**config.mk**
```make
export PLATFORM = sky130hd
export DESIGN_NAME = logic_op_decoder
export DESIGN_NICKNAME = d
export VERILOG_FILES = /design/src/rtl/logic_op_decoder.sv
export SDC_FILE = /design/constraint.sdc
export NUM_CORES = 1
export LEC_CHECK = 0
export BUFFER_PORTS_ARGS = -buffer_cell sky130_fd_sc_hd__buf_2
export CORE_MARGIN = 3
export CORE_UTILIZATION = 30
export CTS_BUF_LIST = sky130_fd_sc_hd__clkbuf_8
export DETAILED_ROUTE_END_ITERATION = 10
export HOLD_SLACK_MARGIN = 0.15
export PLACE_DENSITY_LB_ADDON = 0.1
export SETUP_SLACK_MARGIN = 0.3
export SYNTH_ARGS = -nofsm -noshare
export SYNTH_HDL_FRONTEND = slang
export SYNTH_SLANG_ARGS = --single-unit
```
**constraint.sdc**
```tcl
create_clock -name clk -period 4.95 [get_ports clk]
set_clock_uncertainty 0.05 [all_clocks]
set_input_delay 0.2475 -clock clk [delete_from_list [all_inputs] [get_ports clk]]
set_output_delay 0.2475 -clock clk [all_outputs]
set_load 0.01 [all_outputs]
```
**src/rtl/logic_op_decoder.sv**
```systemverilog
// logic_op_decoder
// Issue-side controller for the 32-bit logic unit. It accepts one R-type
// instruction word at a time over a valid/ready handshake. It decodes funct into
// the logic unit's 3-bit function code. It then sequences a synchronous regfile
// read, one logic-unit evaluation and a single write-back.
//
// Build option:
//   SHIFT_VAR_EN  when defined, the variable shifts SLLV/SRLV/SRAV are legal.
//                 They take their shift amount from RsData[4:0].
//                 When undefined, those funct codes take the illegal path.
//
// state | meaning
// ------+-----------------------------------------------------------------
// IDLE  | InstrReady high; the instruction is decoded and latched on accept
// READ  | rs/rt addresses presented to the regfile
// EXEC  | operands and function code driven to logic unit; result captured
// WB    | one-cycle write-back pulse (suppressed when rd is r0)
// ERR   | one-cycle IllegalInstr pulse, no regfile traffic

module logic_op_decoder #(
   parameter int DATA_W = 32,
   parameter int REG_AW = 5
) (
   input  logic              clk,
   input  logic              rst_n,
   input  logic              InstrValid,
   output logic              InstrReady,
   input  logic [31:0]       Instr,
   output logic [REG_AW-1:0] RsAddr,
   output logic [REG_AW-1:0] RtAddr,
   input  logic [DATA_W-1:0] RsData,
   input  logic [DATA_W-1:0] RtData,
   output logic [DATA_W-1:0] LuX,
   output logic [DATA_W-1:0] LuY,
   output logic [2:0]        LuFunc,
   input  logic [DATA_W-1:0] LuOut,
   output logic              WbEn,
   output logic [REG_AW-1:0] WbAddr,
   output logic [DATA_W-1:0] WbData,
   output logic              IllegalInstr
);

   localparam logic [2:0] FN_AND = 3'b000;
   localparam logic [2:0] FN_XOR = 3'b001;
   localparam logic [2:0] FN_SLL = 3'b010;
   localparam logic [2:0] FN_SRL = 3'b110;
   localparam logic [2:0] FN_SRA = 3'b100;

   typedef enum logic [2:0] {
      IDLE = 3'd0,
      READ = 3'd1,
      EXEC = 3'd2,
      WB   = 3'd3,
      ERR  = 3'd4
   } stateT;

   stateT      state;

   // Decode results for the word currently on Instr.
   logic       decLegal;
   logic [2:0] decFunc;
   logic       decShift;
   logic       decVar;

   // Fields latched at accept.
   logic [2:0] funcQ;
   logic       shiftQ;
   logic       varQ;
   logic [4:0] shamtQ;
   logic [4:0] rdQ;

   // Decode funct to the logic-unit code; only op 0 carries logic-unit work.
   always_comb begin
      decLegal = 1'b0;
      decFunc  = FN_AND;
      decShift = 1'b0;
      decVar   = 1'b0;
      if (Instr[31:26] == 6'h00) begin
         case (Instr[5:0])
            6'h24: begin decLegal = 1'b1; decFunc = FN_AND; end
            6'h26: begin decLegal = 1'b1; decFunc = FN_XOR; end
            6'h00: begin decLegal = 1'b1; decFunc = FN_SLL; decShift = 1'b1; end
            6'h02: begin decLegal = 1'b1; decFunc = FN_SRL; decShift = 1'b1; end
            6'h03: begin decLegal = 1'b1; decFunc = FN_SRA; decShift = 1'b1; end
`ifdef SHIFT_VAR_EN
            6'h04: begin decLegal = 1'b1; decFunc = FN_SLL; decShift = 1'b1; decVar = 1'b1; end
            6'h06: begin decLegal = 1'b1; decFunc = FN_SRL; decShift = 1'b1; decVar = 1'b1; end
            6'h07: begin decLegal = 1'b1; decFunc = FN_SRA; decShift = 1'b1; decVar = 1'b1; end
`endif
            default: decLegal = 1'b0;
         endcase
      end
   end

   // Operand steering. Read data only becomes valid during EXEC (synchronous
   // regfile read), so X/Y cannot be registered without adding a cycle of
   // latency; they are state-gated muxes instead. Shift amounts are always
   // masked to 5 bits, so the logic unit never sees a shift above 31.
   always_comb begin
      LuX = '0;
      LuY = '0;
      if (state == EXEC) begin
         LuX = shiftQ ? RtData : RsData;
         if (!shiftQ)
            LuY = RtData;
         else if (varQ)
            LuY = {{(DATA_W-5){1'b0}}, RsData[4:0]};
         else
            LuY = {{(DATA_W-5){1'b0}}, shamtQ};
      end
   end

   // Sequencer: state plus all registered outputs; reset drops any in-flight op.
   always_ff @(posedge clk or negedge rst_n) begin
      if (!rst_n) begin
         state        <= IDLE;
         InstrReady   <= 1'b1;
         RsAddr       <= '0;
         RtAddr       <= '0;
         LuFunc       <= FN_AND;
         WbEn         <= 1'b0;
         WbAddr       <= '0;
         WbData       <= '0;
         IllegalInstr <= 1'b0;
         funcQ        <= FN_AND;
         shiftQ       <= 1'b0;
         varQ         <= 1'b0;
         shamtQ       <= '0;
         rdQ          <= '0;
      end else begin
         WbEn         <= 1'b0;
         IllegalInstr <= 1'b0;
         case (state)
            IDLE: begin
               if (InstrValid) begin
                  InstrReady <= 1'b0;
                  if (decLegal) begin
                     state  <= READ;
                     RsAddr <= REG_AW'(Instr[25:21]);
                     RtAddr <= REG_AW'(Instr[20:16]);
                     funcQ  <= decFunc;
                     shiftQ <= decShift;
                     varQ   <= decVar;
                     shamtQ <= Instr[10:6];
                     rdQ    <= Instr[15:11];
                  end else begin
                     state        <= ERR;
                     IllegalInstr <= 1'b1;
                  end
               end
            end
            READ: begin
               state  <= EXEC;
               LuFunc <= funcQ;
            end
            EXEC: begin
               state  <= WB;
               RsAddr <= '0;
               RtAddr <= '0;
               LuFunc <= FN_AND;
               WbEn   <= (rdQ != 5'd0);
               WbAddr <= REG_AW'(rdQ);
               WbData <= LuOut;
            end
            WB: begin
               state      <= IDLE;
               WbAddr     <= '0;
               WbData     <= '0;
               InstrReady <= 1'b1;
            end
            ERR: begin
               state      <= IDLE;
               InstrReady <= 1'b1;
            end
            default: begin
               state      <= IDLE;
               InstrReady <= 1'b1;
            end
         endcase
      end
   end

endmodule

```
==> results.yml <==
floorplanning:
  die_w_um: 116
  die-area_mm2: 0.0134
  initial_core_util_pct: 31.2
  core_area_mm2: 0.0116
  rows: 39
  io_pins: 248
  die_h_um: 116
sta:
  max_slew_margin_pct: 27.9
  fin_ws_ns: 1.71
  finalHoldViolCount: 0
  setup_viol_count_final: 0
  rsz0062_at_grt: "false"
  fmaxAchievable_mhz: 309
  final_max_slew_viol_count: 0
  fin_tns_setup_ns: 0
  whs_ns: 0.167
  min_period_ns: 3.24
  timing.final.crit_share_pct: 65.4
  max_slew.worst_pin.slew_ns: 1.08
synthesis:
  ys_seq_elements: 70
  synth-xor-area-share_pct: 0.483
  synth_fa_ha_area_share_pct: 0
  syn-instance-count: 345
  yosysWarningCount: 0
  synth_most_common_cell: "dfrtp_1"
  synthTopCellsByCount: "dfrtp_1, nor2_1, mux2i_1"
  synth_nets: 476
  ys_types: 37
  synthMuxAreaShare_pct: 15.5
  synth_top_area_share_pct: 47.6
  synthFlopType: "dfrtp_1"
  seq_area_frac_synth_pct: 48.3
  syn_avg_cell_area_um2: 10.5
  syn_area_mm2: 0.00363
  synth_compound_area_share_pct: 14.3
  synth_top_cell_by_area: "dfrtp_1"
  yosys.area_share.simple_pct: 16.7
  synth.top_cells.by_area: "dfrtp_1, mux2i_1, a22o_1, nor2_1, and2_1"
  synth_top_family_by_area: "simple AND/OR/NAND/NOR gates"
  synth_edf_count: 0
  synthArstFlopShare_pct: 100
critical_path:
  cp.arrival_ns: 2.94
  crit_path_end_kind: "output port"
  reg2reg_depth: 5
  cp_max_fo: 42
  worstPathRequired_ns: 4.65
  crit_type: "register to output port"
  worstSetupStartpointType: "register"
finish:
  design_area_mm2: 0.00567
  fin_nets: 760
  area_growth_pct: 56.3
  fillers: 1133
  diodes: 0
  layout-drive-gt1-share_pct: 45.0
global_route:
  overflow: 0
  grt_max_degree: 71
  antenna_found_initial: 0
  grt_use_total_pct: 17.1
  grt_pass1_wl_mm: 18.2
  first_global_vias: 3652
placement:
  place_ws_ns: 2.07
  dpl.hpwl_mm: 8.44
  io_buffers: 247
  gp_congestion: 0.777
  placed_area_mm2: 0.00494
routing:
  drc_errors: 0
  drtPass1Iterations: 4
  vias: 3620
  wl_per_cell_um: 15.1
  drt_wl_total_mm: 11.8
  viasPerCell: 4.66
  detail-route-antenna-nets: 0
  drt-initial-drc-count: 214
min_path:
  min_path_cells: 3
  hold_class: "input pin to register"
clock_tree:
  clk_latency_ns: 0.34
  clk_pin_slew_worst_paths_ns: 0.08
  cts_setup_buffers: 0
  cts.path.max_buffers: 2
  cts_root_buf: "clkbuf_8"
  cts_made_buffers: 9
  cts_tree: "done"
  cts.repair.resized: 0
  h-tree-depth: 3
  numClockSinks: 70
  cts_hold_buf: 50
power_and_ir_drop:
  vdd_drop_max_uv: 162
  p_leak_nw: 2.99
  p_per_area_mw_per_mm2: 420
flow_run:
  cap_violations: 0
outcome:
  outcome: "complete, no violations"
## path summary, 6_finish.rpt
| kind | end | slack, ns | from |
|---|---|---|---|
| min reg2reg | LuFunc[2]$_DFFE_PN0N_ | 0.44 | funcQ[2]$_DFFE_PN0P_ |
| max | LuY[19] | 1.71 | state[1]$_DFFE_PN0P_ |
| max reg2reg | LuFunc[1]$_DFFE_PN0N_ | 2.65 | state[1]$_DFFE_PN0P_ |
| max in group asynchronous | shiftQ$_DFFE_PN0P_ | 3.72 | rst_n |
| min | RsAddr[2]$_DFFE_PN0P_ | 0.17 | Instr[23] |
| min in group asynchronous | WbAddr[1]$_DFFE_PN0P_ | 0.52 | rst_n |
## kinds of logic (layout without fill, tap and decap cells)
logic type,count (synthesis),count (layout)
simple gates,117,117
flops,70,70
compound gates,66,66
mux,51,51
buf+inv,39,328
xor+xnor,2,2
## layer usage
layer | share of wire, % | wire length (um) | vias up | GRT usage (%)
met4 | 2.0 | 240 | 0 | 5.57
met3 | 6.9 | 811 | 21 | 5.01
met1 | 41 | 4800 | 1680 | 20.1
li1 | - | - | 1776 | -
met2 | 50 | 5920 | 143 | 29.9
met5 | 0 | 0 | - | 0
## final cells by class
type	instances	area (um2)	area share, %
repair buffers	300	1760	31.1
clock inverters	7	97.6	1.72
inverters	12	45.0	0.795
clock buffers	9	124	2.19
flip-flops and latches	70	1750	31.0
multi-input cells	236	1710	30.1
well taps	143	179	3.16
## flip-flops by register name, indices dropped and copies added, names as in the netlist
name / flops
IllegalInstr: 1
InstrReady: 1
LuFunc: 3
RsAddr: 5
RtAddr: 5
WbAddr: 5
WbData: 32
WbEn: 1
funcQ: 3
rdQ: 5
shamtQ: 5
shiftQ: 1
state: 3
## cell usage in the layout, fill, tap and decap left out, types with 3 or more instances in the layout
master / instances
dfrtp_1: 68
o21ai_0: 13
o311ai_0: 8
clkbuf_8: 9
buf_4: 4
and2_1: 27
mux2_2: 3
nor2_1: 45
mux2i_1: 38
nand2_1: 15
nor2b_1: 10
mux2_4: 9
nand3_1: 4
dlygate4sd3_1: 50
a22o_1: 37
buf_2: 246
inv_1: 13
nor3_1: 3
## report_power, final
part | leakage [nW] | total [mW] | switching, mW | internal, mW
clock network | 0.112 | 0.519 | 0.233 | 0.286
logic | 1.99 | 0.992 | 0.522 | 0.470
registers | 0.889 | 0.869 | 0.117 | 0.752
total | 2.99 | 2.38 | 0.871 | 1.51
## worst max-delay path: stages, from the launching register on
cell	delay, ns
dfrtp_1	0.66
nand2b_1	0.18
buf_4	0.39
or2_2	0.70
nor2_1	0.08
buf_4	0.25
and2_1	0.18
buf_2	0.13
## per-stage QoR
stage | instances | util, % | power (mW)
final | 777 | 48.8 | 2.38
after global routing | 777 | 48.8 | 2.57
after CTS | 777 | 48.8 | 2.42
after detailed placement | 711 | 42.6 | 1.85
after global placement | 711 | 42.6 | 1.84
after floorplan | 345 | - | 1.43
(Power assumes the default switching activity.)
